===== src/rtl/dz_counter.sv =====
// -----------------------------------------------------------------------------
// dz_counter -- one-digit up/down sequencer feeding the dot-matrix display.
//
// Counts 0 -> MAX_NUM (dir=0) or MAX_NUM -> 0 (dir=1), one step every TICK_DIV
// clk cycles (1 s at the 1 kHz system clock). A start button toggles
// run/pause, restarts from DONE, or launches from IDLE. A clear button returns
// to IDLE from any state. A one-cycle `done` pulse marks the terminal value.
//
// Optional build macro: DZ_BTN_DEBOUNCE_EN
//   defined   : each synchronised button is debounced over DB_CYCLES cycles
//               before edge detection.
//   undefined : edge detection runs directly on the synchronised level.
//
// Parameters
//   TICK_DIV  clk cycles per count step (>= 1)
//   MAX_NUM   terminal/start value (1..7)
//   DB_CYCLES debounce stability window in clk cycles (>= 1)
//
// Ports
//   clk        in   system clock, 1 kHz
//   rst        in   synchronous reset, active-high
//   btn_start  in   raw start/pause button level, active-high
//   btn_clr    in   raw clear button level, active-high
//   dir        in   0 = count up, 1 = count down; sampled only in IDLE
//   num  [2:0] out  current digit for the display stage
//   running    out  high while in RUN
//   done       out  one-cycle pulse when the terminal value is reached
// -----------------------------------------------------------------------------
module dz_counter #(
  parameter int unsigned TICK_DIV  = 1000,
  parameter int unsigned MAX_NUM   = 5,
  parameter int unsigned DB_CYCLES = 20
) (
  input  logic       clk,
  input  logic       rst,
  input  logic       btn_start,
  input  logic       btn_clr,
  input  logic       dir,
  output logic [2:0] num,
  output logic       running,
  output logic       done
);

  localparam int unsigned PW = (TICK_DIV > 1) ? $clog2(TICK_DIV) : 1;
  localparam logic [PW-1:0] PRESC_LAST = PW'(TICK_DIV - 1);
  localparam logic [2:0]    MAX_V      = 3'(MAX_NUM);

  localparam logic [1:0] S_IDLE  = 2'd0;
  localparam logic [1:0] S_RUN   = 2'd1;
  localparam logic [1:0] S_PAUSE = 2'd2;
  localparam logic [1:0] S_DONE  = 2'd3;

  if (MAX_NUM < 1 || MAX_NUM > 7 || TICK_DIV < 1 || DB_CYCLES < 1) begin : g_param_check
    $error("dz_counter: MAX_NUM must be 1..7, TICK_DIV and DB_CYCLES >= 1");
  end

  // ---------------------------------------------------------------------------
  // Button path. Bit 0 = start, bit 1 = clear.
  // ---------------------------------------------------------------------------
  logic [1:0] btn_raw;
  logic [1:0] sync1_q;
  logic [1:0] sync2_q;
  logic [1:0] sync_ok_q;   // sync_ok_q[1]: sync2_q now holds a real sample
  logic [1:0] arm_q;       // button has been seen released since reset
  logic [1:0] lvl;         // level fed to the edge detector
  logic [1:0] lvl_prev_q;
  logic [1:0] press_q;     // one-cycle press pulses

  assign btn_raw = {btn_clr, btn_start};

  // The synchroniser resets to 0, so a button held through reset would look
  // like a fresh rise once it emerges. Presses are only accepted after the
  // button has genuinely been sampled low, which suppresses that false edge.
  // NOTE: sequential state uses non-blocking (<=) so every flop samples the
  // pre-edge value of its sources; blocking here would collapse the pipeline.
  always_ff @(posedge clk) begin
    if (rst) begin
      sync1_q    <= '0;
      sync2_q    <= '0;
      sync_ok_q  <= '0;
      arm_q      <= '0;
      lvl_prev_q <= '0;
      press_q    <= '0;
    end else begin
      sync1_q    <= btn_raw;
      sync2_q    <= sync1_q;
      sync_ok_q  <= {sync_ok_q[0], 1'b1};
      arm_q      <= arm_q | ({2{sync_ok_q[1]}} & ~sync2_q);
      lvl_prev_q <= lvl;
      press_q    <= lvl & ~lvl_prev_q & arm_q;
    end
  end

`ifdef DZ_BTN_DEBOUNCE_EN
  localparam int unsigned CW = (DB_CYCLES > 1) ? $clog2(DB_CYCLES) : 1;
  localparam logic [CW-1:0] DB_LAST = CW'(DB_CYCLES - 1);

  logic [1:0]         db_q;
  logic [1:0][CW-1:0] db_cnt_q;

  // The debounced level follows the synchronised input only after it has
  // disagreed for DB_CYCLES consecutive cycles; any agreement restarts the count.
  always_ff @(posedge clk) begin
    if (rst) begin
      db_q     <= '0;
      db_cnt_q <= '0;
    end else begin
      for (int b = 0; b < 2; b++) begin
        if (sync2_q[b] != db_q[b]) begin
          if (db_cnt_q[b] == DB_LAST) begin
            db_q[b]     <= sync2_q[b];
            db_cnt_q[b] <= '0;
          end else begin
            db_cnt_q[b] <= db_cnt_q[b] + 1'b1;
          end
        end else begin
          db_cnt_q[b] <= '0;
        end
      end
    end
  end

  assign lvl = db_q;
`else
  assign lvl = sync2_q;
`endif

  logic start_press;
  logic clr_press;
  assign start_press = press_q[0];
  assign clr_press   = press_q[1];

  // ---------------------------------------------------------------------------
  // Sequencer FSM
  // ---------------------------------------------------------------------------
  logic [1:0]    state_q, state_d;
  logic [2:0]    num_q, num_d;
  logic [PW-1:0] presc_q, presc_d;
  logic          dir_q, dir_d;
  logic          running_q, running_d;
  logic          done_q, done_d;

  logic [2:0] idle_num;
  logic [2:0] step_num;
  logic [2:0] term_num;

  // NOTE: every signal written here gets a default first, so no path leaves a
  // value unassigned and no latch is inferred.
  always_comb begin
    state_d  = state_q;
    num_d    = num_q;
    presc_d  = presc_q;
    dir_d    = dir_q;
    done_d   = 1'b0;
    idle_num = dir ? MAX_V : 3'd0;
    step_num = dir_q ? (num_q - 3'd1) : (num_q + 3'd1);
    term_num = dir_q ? 3'd0 : MAX_V;

    if (clr_press) begin
      // Clear outranks a coincident start press.
      state_d = S_IDLE;
      dir_d   = dir;
      num_d   = idle_num;
      presc_d = '0;
    end else begin
      case (state_q)
        S_IDLE: begin
          dir_d   = dir;
          num_d   = idle_num;
          presc_d = '0;
          if (start_press) state_d = S_RUN;
        end
        S_RUN: begin
          if (start_press) begin
            // Pause wins over a coincident step; prescaler keeps its phase.
            state_d = S_PAUSE;
          end else if (presc_q == PRESC_LAST) begin
            presc_d = '0;
            num_d   = step_num;
            if (step_num == term_num) begin
              state_d = S_DONE;
              done_d  = 1'b1;
            end
          end else begin
            presc_d = presc_q + 1'b1;
          end
        end
        S_PAUSE: begin
          if (start_press) state_d = S_RUN;
        end
        S_DONE: begin
          if (start_press) begin
            num_d   = dir_q ? MAX_V : 3'd0;
            presc_d = '0;
            state_d = S_RUN;
          end
        end
        default: state_d = S_IDLE;
      endcase
    end

    running_d = (state_d == S_RUN);
  end

  always_ff @(posedge clk) begin
    if (rst) begin
      state_q   <= S_IDLE;
      num_q     <= 3'd0;
      presc_q   <= '0;
      dir_q     <= 1'b0;
      running_q <= 1'b0;
      done_q    <= 1'b0;
    end else begin
      state_q   <= state_d;
      num_q     <= num_d;
      presc_q   <= presc_d;
      dir_q     <= dir_d;
      running_q <= running_d;
      done_q    <= done_d;
    end
  end

  assign num     = num_q;
  assign running = running_q;
  assign done    = done_q;

endmodule


===== config.mk =====
export PLATFORM = sky130hd
export DESIGN_NAME = dz_counter
export DESIGN_NICKNAME = d
export VERILOG_FILES = /design/src/rtl/dz_counter.sv
export SDC_FILE = /design/constraint.sdc
export NUM_CORES = 1
export LEC_CHECK = 0
export BUFFER_PORTS_ARGS = -buffer_cell sky130_fd_sc_hd__buf_2
export CAP_MARGIN = 20
export CORE_ASPECT_RATIO = 1.4
export CORE_UTILIZATION = 51
export DETAILED_ROUTE_END_ITERATION = 16
export PLACE_DENSITY_LB_ADDON = 0.12
export SLEW_MARGIN = 20
export SYNTH_ARGS = -nofsm -noshare
export SYNTH_HDL_FRONTEND = slang
export SYNTH_SLANG_ARGS = --single-unit

===== constraint.sdc =====
create_clock -name clk -period 1.55 [get_ports clk]
set_input_delay 0.31 -clock clk [delete_from_list [all_inputs] [get_ports clk]]
set_output_delay 0.31 -clock clk [all_outputs]
set_load 0.05 [all_outputs]

Yosys cells after proc, flatten, opt, wreduce, memory -nomap -nowiden
Index checks and enable logic that the tools add are counted.

operators by class
  equality and inequality tests = 11
  $add $sub $neg = 3
  muxes and demuxes = 23
  bitwise operators = 8
  reductions and logical operators = 9

operators with widths
  cell                                                  count
  2-to-1 mux 10 bit                                     3
  case mux 10 bit (3 select lines)                      1
  2-to-1 mux 3 bit                                      8
  adder 10 x 1 -> 10 bit (second input constant)        1
  equality test 10 bit (second input constant)          1
  2-to-1 mux 2 bit                                      5
  != test 3 bit (second input constant)                 3
  case mux 3 bit (3 select lines)                       1
  AND 2 bit                                             3
  OR reduction 5 bit                                    1
  equality test 2 x 1 -> 1 bit (second input constant)  2
  equality test 2 bit (second input constant)           2
  2-to-1 mux 1 bit                                      4
  != test 2 bit (second input constant)                 2
  inverter 2 bit                                        2
  case mux 2 bit (2 select lines)                       1
  AND reduction 4 bit                                   1
  nonzero test 4 bit                                    1
  adder 3 x 1 -> 3 bit (second input constant)          1
  equality test 3 bit                                   1
  AND reduction 3 bit                                   1
  nonzero test 3 bit                                    1
  OR reduction 3 bit                                    1
  subtractor 3 x 1 -> 3 bit (second input constant)     1
  5 further kinds                                       6

word-level totals
  input port bits = 5
  word-level logic and storage cells = 67
  register bits after elaboration = 30
  output and inout bits = 5

Depth between registers and ports, before layout
  word-level depth = 9
  gate-level depth with buffers = 6
  depth with buffers taken out = 6

Least setup slack after synthesis
Ideal clock, no wire load.

  path kind = reg2reg
  start = register num_q[0] (netlist: num[0])
  end = register num_q[2] (netlist: num[2])
  stages on the path, launching flop included = 7
  library setup time = 0.087 ns
  arrival time = 1.926 ns
  data required time = 1.463 ns
  buffers on the path = 0
  slack = -0.463 ns
  period minus slack after synthesis = 2.013 ns
  cells stage by stage = dfxtp_1 -> inv_1 -> fa_1 -> xnor2_1 -> nor4b_1 -> a211oi_1 -> o31ai_1

between the ends
  longest elaborated chain between the ends = 6
  elaborated cells on any way between the ends = 7
  classes of those cells = add/sub: 2; mux: 5

RTL lines
  what                                                               RTL line  text
  from (decl)                                                        137       logic [2:0] num_q, num_d;
  from (signal assigned)                                             215       num_q <= num_d;
  adder 3 x 1 -> 3 bit or subtractor 3 x 1 -> 3 bit (tied branches)  156       step_num = dir_q ? (num_q - 3'd1) : (num_q + 3'd1);
  2-to-1 mux 3 bit *                                                 156
  2-to-1 mux 3 bit *                                                 177       end else if (presc_q == PRESC_LAST) begin
  2-to-1 mux 3 bit *                                                 174       if (start_press) begin
  case mux 3 bit (3 select lines) *                                  166       case (state_q)
  2-to-1 mux 3 bit *                                                 159       if (clr_press) begin

Every way passes the cells marked *; elsewhere a longest branch is shown, timed or not. The select of a mux whose other input is x is not followed.
A chain may end at the register's enable or synchronous reset.

Worst setup path after layout
  start = register num_q[1] (netlist: num[1])
  end = register num_q[2] (netlist: num[2])

Same word-level chain as after synthesis.

==> results.md <==
- Die footprint: 2680 µm²
- Hold-fix buffers, CTS: 0
- Max-Cap Viols: 0
- VDD IR-drop max: 0.706 mV
- Via count: 1087
- Rows: 21
- Post-route ant nets: 0
- Core area: 2360 µm²
- Placed insts: 176
- Sink Count: 30
- Share of layout cells above drive strength 1: 31.7%
- # IOs: 10
- Fillers: 206
- Avg Inst Size Synth: 9.14 µm²
- Drt via density: 5.81
- Root Buffer: clkbuf_4
- Share of the synthesized area in the top cell type: 47.6%
- FFs w/ async S/R, synth: 0%
- Net Count, Synth: 145
- Buf/Inv on CP: 1
- Ant diodes: 0
- Worst slack at placement: -0.0225 ns
- Synth Warn #: 0
- Unrepaired setup endpoints after global routing: true
- Critical Path RT: 1.78 ns
- GP Congestion: 0.852
- Total GRT Usage: 23.7%
- Largest net degree at the start of global routing: 16
- Ys flop type: dfxtp_1
- Initial Util: 53.3%
- Vias in the first global route: 1060
- Status: complete, but fails checks
- Crit path DAT: 1.83 ns
- Final worst-path setup slack: -0.0491 ns
- Crit-path max cell delay: 0.39 ns
- Filler-free cell count of the finished design: 187
- Max stage delay cell, worst path: fa_2
- Die span in x: 44.0 µm
- Initial antenna violation count: 0
- Post-synth top area cell: dfxtp_1
- Relative slew slack: 74.8%
- WHS: 0.181 ns
- WL/cell: 14.6 µm
- Skew final: 0.00905 ns
- CTS buffer count: 5
- NumNets Final: 170
- Largest register FFs: 10
- Crit path time final: 1.60 ns
- Port Buffer Count: 9
- Leak: 0.589 nW
- #FFs+latches synth: 30
- Worst hold path type: primary input to register
- Reg clk slew, reported paths: 0.09 ns
- CTS H-tree lvls: 2
- Slew Limit Fails: 0
- EDFF count, synth: 0
- TritonCTS clock tree: done
- Violations in the final reports: setup timing
- Most flop-heavy register: presc_q
- # DRC: 0
- Final setup vio count: 1
- Worst Path Max Fanout: 3
- Total gr overflow: 0
- WS Path Type: register to register
- Top cells by area, synth: dfxtp_1 (48%), nor2_1 (4.8%), nand4_1 (3.5%), xor2_1 (3.5%), nor2b_1 (3.0%)
- Clk buf depth: 2
- Max Freq: 625 MHz
- Mapped Area: 1260 µm²
- Total Routed Length: 2730 µm
- Slew @ Worst Pin: 0.377 ns
- Critical-path cell list: inv_2, fa_2, xnor2_4, nor4b_4, a211oi_2, o31ai_1
- Drt first-iter violations: 19
- Final period util: 103%
- Die H: 60.8 µm
- Syn Inst Count: 138
- PwrDens: 882 nW/µm²
- Global-route wire length before repair: 4450 µm
- Syn-to-layout area delta: 24.0%
- Post-synthesis sequential area ratio: 47.6%
- DP HPWL: 1960 µm
- Cell variety after synth: 37
- Crit path max-delay family: adder cells
- Crit. End Element: register
- Pre-antenna DRT Iters: 4
- Worst-skew pair later-pin latency: 0.33 ns
- Crit path launch type: register
- Final hold viol count: 0
logic make-up after synthesis:
logic type,count (synthesis),share of synthesized area [%]
muxes,1,0.794
adders and majority gates,2,2.58
and+or+nand+nor,62,27.3
AOI/OAI and AO/OA,25,13.4
buffers and inverters,11,3.47
DFF,30,47.6
xor gates and xnor gates,7,4.86
layout make-up:
cell class	instances	area, µm²	share of cell area, %
clock inverters	1	5.00	0.320
inverters	7	26.3	1.68
repair buffers	22	143	9.12
flip-flops and latches	30	614	39.3
well taps	23	28.8	1.84
clock buffers	7	55.1	3.52
multi-input cells	97	692	44.2
what timing repair did:
action	4_1_cts	5_1_grt
endpoints found under the setup margin	1	14
hold endpoints to repair	0	0
gates resized for setup	3	12
buffers inserted	0	3
pin swaps	1	2
final timing paths:
kind	startpoint	end	slack, ns	cells past startpoint
worst min register to register	lvl_prev_q[0]	press_q[0]	0.40	1
worst max-delay path	num[1]	num[2]	-0.05	6
worst max register to register	num[1]	num[2]	-0.05	6
worst min-delay path	btn_start	sync1_q[0]	0.18	2
stage by stage:
stage	setup TNS (ns)	power (mW)	utilization (%)	cell area, µm²
detailed placement	-0.0225	0.903	59.9	1420
finish	-0.0491	1.38	66.1	1560
floorplan	0	0.873	-	1290
global route	-0.246	1.45	66.1	1560
CTS	-0.0444	1.39	63.1	1490
global placement	0	0.899	59.9	1420
Yosys cell counts, types with 2 or more instances:
library cell / number
inv_1: 7
o21ai_0: 3
nor2b_1: 6
xnor2_1: 2
nand3_1: 5
a22oi_1: 2
buf_2: 2
and4_1: 2
nor4b_1: 3
clkbuf_1: 2
a21oi_1: 6
o21bai_1: 2
a211oi_1: 4
dfxtp_1: 30
a31oi_1: 3
or3_1: 4
nand4_1: 7
and2_1: 4
nor2_1: 16
nand2_1: 6
xor2_1: 5
and3_1: 2
layout by cell type (no fill, tap or decap), types with 3 or more instances in the layout:
cell       n
nor2b_1    6
or3_1      4
dfxtp_1   23
a21oi_1    6
nand2_1    6
nor2_1    16
nand4_1    7
inv_2      3
o21ai_0    3
dfxtp_2    5
buf_2      9
a31oi_1    3
nand3_1    4
clkbuf_4   5
buf_4     13
xor2_1     5
inv_1      4
metal layers:
| metal | track usage, % | part of all wire [%] | vias to the layer above |
|---|---|---|---|
| met5 | 0 | 0 | - |
| met3 | 7.44 | 2.4 | 6 |
| li1 | - | - | 543 |
| met4 | 14.7 | 2.4 | 0 |
| met1 | 20.8 | 38 | 528 |
| met2 | 45.2 | 57 | 10 |
report_power, final:
group          internal (mW)  leakage [nW]  switching, mW  total (mW)
Sequential             0.787         0.248         0.0121       0.799
Clock                  0.219        0.0353          0.264       0.483
Combinational         0.0421         0.305         0.0547      0.0967
(Power assumes the default switching activity.)
